==> src/rtl/kfps2kb_fifo.sv <==
// PS/2 keyboard receiver: synchronised, glitch-filtered frame decoder feeding a scan-code FIFO.
// Optional odd-parity checking is compiled in with `define KFPS2KB_PARITY_CHECK_EN.
module kfps2kb_fifo #(
   parameter int OVER_TIME  = 1000,
   parameter int FILTER_LEN = 4,
   parameter int FIFO_DEPTH = 8
) (
   input  logic                          clock,
   input  logic                          reset,
   input  logic                          device_clock,
   input  logic                          device_data,
   output logic                          irq,
   output logic [7:0]                    keycode,
   input  logic                          clear_keycode,
   output logic [$clog2(FIFO_DEPTH):0]   fifo_count,
   output logic                          overflow,
   input  logic                          clear_overflow,
   output logic                          frame_error
);

   localparam int PTR_W   = $clog2(FIFO_DEPTH);
   localparam int CNT_W   = PTR_W + 1;
   localparam int TIMER_W = $clog2(OVER_TIME + 1);
   localparam logic [3:0] FILT_MAX = 4'(FILTER_LEN - 1);

   typedef enum logic [1:0] {IDLE, DATA, PARITY, STOP} state_t;

   logic               clk_s1_reg, clk_s2_reg, dat_s1_reg, dat_s2_reg;
   logic               filt_clk_reg;
   logic [3:0]         filt_cnt_reg;
   logic               fall;
   logic               timeout;
   logic               frame_good;
   state_t             state_reg, state_next;
   logic [2:0]         bit_cnt_reg;
   logic [7:0]         shift_reg;
   logic [TIMER_W-1:0] timer_reg;
   logic               push_reg, push_next;
   logic [7:0]         push_data_reg, push_data_next;
   logic               frame_error_reg, frame_error_next;
`ifdef KFPS2KB_PARITY_CHECK_EN
   logic               parity_reg;
`endif

   logic [7:0]         mem [FIFO_DEPTH];
   logic [PTR_W-1:0]   wr_ptr_reg, rd_ptr_reg;
   logic [CNT_W-1:0]   count_reg;
   logic               overflow_reg;
   logic               pop, full, wr_en, ovf_set;

   always_ff @(posedge clock or posedge reset) begin
      if (reset) begin
         clk_s1_reg <= 1'b1;
         clk_s2_reg <= 1'b1;
         dat_s1_reg <= 1'b1;
         dat_s2_reg <= 1'b1;
      end else begin
         clk_s1_reg <= device_clock;
         clk_s2_reg <= clk_s1_reg;
         dat_s1_reg <= device_data;
         dat_s2_reg <= dat_s1_reg;
      end
   end

   // Filtered clock flips only after FILTER_LEN consecutive disagreeing samples.
   always_ff @(posedge clock or posedge reset) begin
      if (reset) begin
         filt_clk_reg <= 1'b1;
         filt_cnt_reg <= '0;
      end else if (clk_s2_reg != filt_clk_reg) begin
         if (filt_cnt_reg == FILT_MAX) begin
            filt_clk_reg <= clk_s2_reg;
            filt_cnt_reg <= '0;
         end else begin
            filt_cnt_reg <= filt_cnt_reg + 4'd1;
         end
      end else begin
         filt_cnt_reg <= '0;
      end
   end

   assign fall    = filt_clk_reg & ~clk_s2_reg & (filt_cnt_reg == FILT_MAX);
   assign timeout = (state_reg != IDLE) && !fall && (timer_reg == TIMER_W'(OVER_TIME - 1));

`ifdef KFPS2KB_PARITY_CHECK_EN
   assign frame_good = dat_s2_reg & (^{shift_reg, parity_reg});
`else
   assign frame_good = dat_s2_reg;
`endif

   always_ff @(posedge clock or posedge reset) begin
      if (reset) begin
         state_reg       <= IDLE;
         bit_cnt_reg     <= '0;
         shift_reg       <= '0;
         timer_reg       <= '0;
         push_reg        <= 1'b0;
         push_data_reg   <= '0;
         frame_error_reg <= 1'b0;
`ifdef KFPS2KB_PARITY_CHECK_EN
         parity_reg      <= 1'b0;
`endif
      end else begin
         state_reg       <= state_next;
         push_reg        <= push_next;
         push_data_reg   <= push_data_next;
         frame_error_reg <= frame_error_next;
         if (fall) begin
            case (state_reg)
               IDLE: bit_cnt_reg <= '0;
               DATA: begin
                  shift_reg   <= {dat_s2_reg, shift_reg[7:1]};
                  bit_cnt_reg <= bit_cnt_reg + 3'd1;
               end
`ifdef KFPS2KB_PARITY_CHECK_EN
               PARITY: parity_reg <= dat_s2_reg;
`endif
               default: ;
            endcase
         end
         if (state_reg == IDLE || state_next == IDLE || fall)
            timer_reg <= '0;
         else
            timer_reg <= timer_reg + 1'b1;
      end
   end

   always_comb begin
      state_next = state_reg;
      case (state_reg)
         IDLE:    if (fall && !dat_s2_reg) state_next = DATA;
         DATA:    if (fall && bit_cnt_reg == 3'd7) state_next = PARITY;
         PARITY:  if (fall) state_next = STOP;
         STOP:    if (fall) state_next = IDLE;
         default: state_next = IDLE;
      endcase
      if (timeout) state_next = IDLE;
   end

   always_comb begin
      push_next        = 1'b0;
      push_data_next   = shift_reg;
      frame_error_next = 1'b0;
      if (state_reg == IDLE && fall && dat_s2_reg)
         frame_error_next = 1'b1;
      if (state_reg == STOP && fall) begin
         push_next = 1'b1;
         if (!frame_good) begin
            push_data_next   = 8'hFF;
            frame_error_next = 1'b1;
         end
      end
      if (timeout) begin
         push_next        = 1'b1;
         push_data_next   = 8'hFF;
         frame_error_next = 1'b1;
      end
   end

   // A full FIFO still accepts a push when the head is popped in the same cycle.
   assign pop     = clear_keycode && (count_reg != '0);
   assign full    = (count_reg == CNT_W'(FIFO_DEPTH));
   assign wr_en   = push_reg && (!full || pop);
   assign ovf_set = push_reg && full && !pop;

   always_ff @(posedge clock) begin
      if (wr_en) mem[wr_ptr_reg] <= push_data_reg;
   end

   always_ff @(posedge clock or posedge reset) begin
      if (reset) begin
         wr_ptr_reg   <= '0;
         rd_ptr_reg   <= '0;
         count_reg    <= '0;
         overflow_reg <= 1'b0;
      end else begin
         if (wr_en) wr_ptr_reg <= wr_ptr_reg + 1'b1;
         if (pop)   rd_ptr_reg <= rd_ptr_reg + 1'b1;
         if (wr_en && !pop)
            count_reg <= count_reg + 1'b1;
         else if (pop && !wr_en)
            count_reg <= count_reg - 1'b1;
         if (ovf_set)
            overflow_reg <= 1'b1;
         else if (clear_overflow)
            overflow_reg <= 1'b0;
      end
   end

   assign irq         = (count_reg != '0);
   assign keycode     = (count_reg != '0) ? mem[rd_ptr_reg] : 8'h00;
   assign fifo_count  = count_reg;
   assign overflow    = overflow_reg;
   assign frame_error = frame_error_reg;

endmodule

==> config.mk <==
export PLATFORM = sky130hd
export DESIGN_NAME = kfps2kb_fifo
export DESIGN_NICKNAME = d
export VERILOG_FILES = /design/src/rtl/kfps2kb_fifo.sv
export SDC_FILE = /design/constraint.sdc
export NUM_CORES = 1
export LEC_CHECK = 0
export ABC_CLOCK_PERIOD_IN_PS = 3000
export CAP_MARGIN = 25
export CORE_ASPECT_RATIO = 2
export CORE_MARGIN = 10
export CORE_UTILIZATION = 60
export CTS_CLUSTER_DIAMETER = 40
export DETAILED_ROUTE_END_ITERATION = 16
export PLACE_DENSITY = 0.87
export SLEW_MARGIN = 30
export SYNTH_ARGS = -nofsm -noshare
export SYNTH_HDL_FRONTEND = slang
export SYNTH_SLANG_ARGS = --single-unit
==> constraint.sdc <==
create_clock -name clock -period 3 [get_ports clock]
set_input_delay 0.45 -clock clock [delete_from_list [all_inputs] [get_ports clock]]
set_output_delay 0.45 -clock clock [all_outputs]
set_load 0.05 [all_outputs]
; Word-level counts from Yosys, hierarchy flattened
; Memories as Yosys holds them, arrays and structs flattened.
; Cells that the tools add are included.
[totals]
regBits = 53
ramBits = 64
in_bits = 6
output_inout_bits = 15
wordCells = 93
mem_count = 1
[memory_table]
columns = name, words, word_bits, rd, rd_clocked_by_memory_dff, wr, line_no
row1 = mem, 8, 8, 1, 0, 1, 45  ; logic [7:0] mem [FIFO_DEPTH];
[classes]
add_sub_neg = 7
n_eq_ne = 8
muxes = 26
bitwise = 3
reduce_logical = 31
[op_table]
columns = cell, count
row1 = 8-bit two-way mux, 4
row2 = 4-bit two-way mux, 4
row3 = 1-bit logical AND, 13
row4 = "10-bit by 1-bit adder with 10-bit output, second input constant", 1
row5 = "10-bit equality test, second input constant", 1
row6 = 1-bit two-way mux, 10
row7 = 10-bit two-way mux, 1
row8 = 2-bit two-way mux, 5
row9 = "3-bit by 1-bit adder with 3-bit output, second input constant", 3
row10 = "4-bit by 1-bit adder with 4-bit output, second input constant", 2
row11 = 2-bit case mux with 4 select lines, 1
row12 = 2-bit nonzero test, 4
row13 = 3-bit case mux with 2 select lines, 1
row14 = 2-bit AND reduction, 3
row15 = 1-bit logical NOT, 5
row16 = "2-bit equality test, second input constant", 2
row17 = "4-bit by 2-bit equality test with 1-bit output, second input constant", 1
row18 = "4-bit equality test, second input constant", 1
row19 = 2-bit logical NOT, 2
row20 = 4-bit nonzero test, 1
row21 = "4-bit by 1-bit subtractor with 4-bit output, second input constant", 1
row22 = "3-bit equality test, second input constant", 1
row23 = 1-bit logical OR, 3
row24 = 1-bit AND, 2
row25 = other kinds (3), 3

; Logic depth before layout (Yosys ltp)
[logic_depth]
word_depth = 11
mapped_depth = 10

; Worst setup path before layout
; OpenSTA, ideal clock, no wires.
[synth_path]
kind = reg2reg
from = register count_reg[0] (netlist: fifo_count[0])
to = register count_reg[3] (netlist: fifo_count[3])
setup_ns = 0.143
arrival_ns = 2.660
slack_ns = 0.197
stages_incl_launch_ff = 11
path_buffers = 0
period_less_slack_ns = 2.803
cell_sequence = dfrtp_1 nor3_1 nand2b_1 nand2_1 ha_1 inv_1 ha_1 a21oi_1 and3_1 o21bai_1 xnor2_1
[synth_via]
elab_chain_len = 7
word_cells_on_any_way = 15
[synth_rtl]
columns = item, line_no
row1 = start: declaration, 47  ; logic [CNT_W-1:0] count_reg;
row2 = start signal: assignment, 180  ; count_reg <= count_reg + 1'b1;
row3 = start signal: assignment, 182  ; count_reg <= count_reg - 1'b1;
row4 = 4-bit nonzero test (*), --
row5 = named net irq, 12  ; output logic irq,
row6 = 1-bit logical AND (*), 161  ; assign pop = clear_keycode && (count_reg != '0);
row7 = 1-bit logical OR, 163  ; assign wr_en = push_reg && (!full || pop);
row8 = 1-bit logical AND, 163
row9 = 1-bit logical NOT, 181  ; else if (pop && !wr_en)
row10 = 1-bit logical AND, 181
row11 = 2-bit nonzero test (no source line), --
; Mark *: on every way through the listed nets, which the timed path passes. The rest lies on a longest branch. The select of a mux whose other input is x is not followed.
; A chain may end at the register's enable or synchronous reset.

; Worst setup path in the final report
[layout_path]
from = register count_reg[1] (netlist: fifo_count[1])
to = output port keycode[6]
[layout_via]
elab_chain_len = 2
[layout_rtl]
columns = item, line_no
row1 = 4-bit nonzero test, 191  ; assign keycode = (count_reg != '0) ? mem[rd_ptr_reg] : 8'h00;
row2 = 8-bit two-way mux, 191
row3 = end: declaration, 13  ; output logic [7:0] keycode,
; No other way between the ends.

==> qor.yml <==
final_antenna_net_count: 0
synth_seq_area_share_pct: 67.8
synth_area_per_cell_sq_um: 15.9
grt_max_degree: 28
p_sw_share_pct: 31.5
power.switching_mw: 1.61
synth.top_cell.area_share_pct: 40.0
wl_per_cell_um: 19.7
yosysMostFrequentCell: "edfxtp_1"
drc: 0
synth_compound_area_share_pct: 3.36
fmax_ghz: 0.370
fin_crit_ns: 2.70
place_hpwl_um: 6220
tns_ns: 0
cts_setup_buffers: 0
crit_arrival_ns: 2.25
clock_skew_ns: 0.00652
async_flop_share_pct: 45.3
path_max_fanout: 8
synth_cell_types: 46
critPathMaxStageDelay_ns: 0.62
cts.sinks: 117
grt_first_pass_wirelength_um: 14600
syn_nets: 318
start_util_pct: 60.9
clock_latency_ns: 0.40
clkTransAtPathRegs_ns: 0.05
drv_slew: 0
power_frac_seq_pct: 37.6
yosys.area_share.simple_pct: 10.9
antenna_found_initial: 0
clock_tree.root_cell: "clkbuf_16"
place_congestion: 0.761
multi_input_area_sq_um: 1470
vias_per_cell: 5.86
rows: 46
cap_violations: 0
clockBufferDepth: 2
largest_reg_flops: 64
cp-end-kind: "primary output"
final-seq-area_sq_um: 3250
critical_path_class: "reg -> out"
first_global_vias: 2897
cts_hold_buffers: 0
crit_buf_inv: 1
yosysTopAreaCell: "edfxtp_1"
rsz0062_at_grt: "false"
yosys_register_bits: 117
syn_area_sq_um: 4800
vdd_ir_drop_max_mv: 0.588
internal-power_mw: 3.51
fin_crit_sh_pct: 90.0
syn2layout_area_growth_pct: 18.0
drt_iter0_drc: 167
core_sq_um: 7890
synth.area.mux_share_pct: 10.3
synth_edf_count: 64
ctsResizeCount: 0
worst_pin_slew_ns: 0.766
vias: 2637
globalRouteOverflowTotal: 0
synth_xor_area_share_pct: 2.92
num_io_pins: 21
die_w_um: 83.3
cp_slowest_cell: "nor2b_1"
crit_chain: "nor3_1 > nand2b_1 > nor2b_1 > a22o_1 > buf_4"
num_antenna_cells: 0
cts_tree: "yes"
cp_top_family: "simple AND/OR/NAND/NOR gates"
hold_viol: 0
setup_viol: 0
layout-drive-gt1-share_pct: 24.3
dp_cells: 419
dieArea_sq_um: 12200
final_util_pct: 71.9
fillerInstances: 455
io_buffers: 20
hold_class: "reg -> reg"
synth_top_family_by_area: "simple AND/OR/NAND/NOR gates"
relSlewSlack_pct: 48.9
cp.required_ns: 2.55
powerDensity_nw_per_um2: 904
p_clk_share_pct: 34.3
worst_setup_path_start_kind: "flop"
synthTopCellsByCount: "edfxtp_1, dfrtp_1, nor2_1"
pwr-share-comb_pct: 28.1
synth_ff_type: "edfxtp_1"
numCtsBuffers: 17
p_leak_nw: 2.23
final_nets: 359
cts-htree-levels: 4
grt_use_total_pct: 15.3
stdcell_count: 450
synth-adder-area-share_pct: 3.02
wl_um: 8860
syn_inst: 301
design_area_sq_um: 5670
firstDrtPassIters: 4
die_h_um: 147
placed_area_sq_um: 5140
yosysWarnings: 0
post_synth_main_area_contributors: "edfxtp_1, dfrtp_1, mux4_2"
outcome: "finished, final reports clean"
## power groups by stage
| stage | clock, mW | combinational, mW | sequential (mW) |
|---|---|---|---|
| 2_1_floorplan | 0 | 1.08 | 1.97 |
| 3_3_place_gp | 0 | 1.43 | 1.94 |
| 3_5_place_dp | 0 | 1.46 | 1.95 |
| 4_1_cts | 1.79 | 1.46 | 1.93 |
| 5_1_grt | 1.87 | 1.54 | 1.94 |
| 6_report | 1.76 | 1.44 | 1.93 |
## layout make-up
class	instances	share of cell area, %
Clock inverter	11	1.55
Inverter	10	0.663
Clock buffer	20	7.71
Timing Repair Buffer	31	4.64
Tap cell	96	2.12
Sequential cell	117	57.4
Multi-Input combinational cell	165	25.9
## path summary, 6_finish.rpt
check	start	to	slack, ns	cells past startpoint
max in group asynchronous	reset	dat_s2_reg	1.86	3
min in group asynchronous	reset	fifo_count[0]	0.43	2
setup / recovery	fifo_count[1]	keycode[6]	0.30	5
hold reg to reg	dat_s1_reg	dat_s2_reg	0.36	0
setup reg to reg	fifo_count[1]	fifo_count[3]	0.38	10
hold / removal	dat_s1_reg	dat_s2_reg	0.36	0
## kinds of logic (layout without fill, tap and decap cells)
logic type	count (synthesis)	after routing
muxes	28	28
DFF	117	117
and+or+nand+nor	87	87
adders and majority gates	11	11
AOI/OAI and AO/OA	23	23
buffers and inverters	19	72
xor gates and xnor gates	16	16
## cell usage in the layout (no fill, tap or decap), drive strengths merged, types with 9 or more instances in the layout
master,n
edfxtp,64
dfrtp,48
clkbuf,20
buf,19
nor2,18
mux4,16
nand2,15
xnor2,13
clkdlybuf4s50,12
mux2,11
nand3,11
nor3,10
ha,10
inv,10
nand3b,9
## layer usage
metal	global-route usage, %	part of all wire (%)	wire (um)
met1	13.9	34	3060
met2	28.7	59	5250
met3	5.07	3.8	340
met4	8.05	2.4	212
met5	0	0	0
## through the flow
step                      total power, mW  hold slack (ns)  worst slack [ns]
after floorplan                      3.06            0.345             0.197
after global placement               3.37            0.348             0.388
after detailed placement             3.41            0.348             0.266
after CTS                            5.18            0.360             0.253
after global routing                 5.35            0.362             0.163
final                                5.12            0.358             0.301
(Power assumes the default switching activity.)
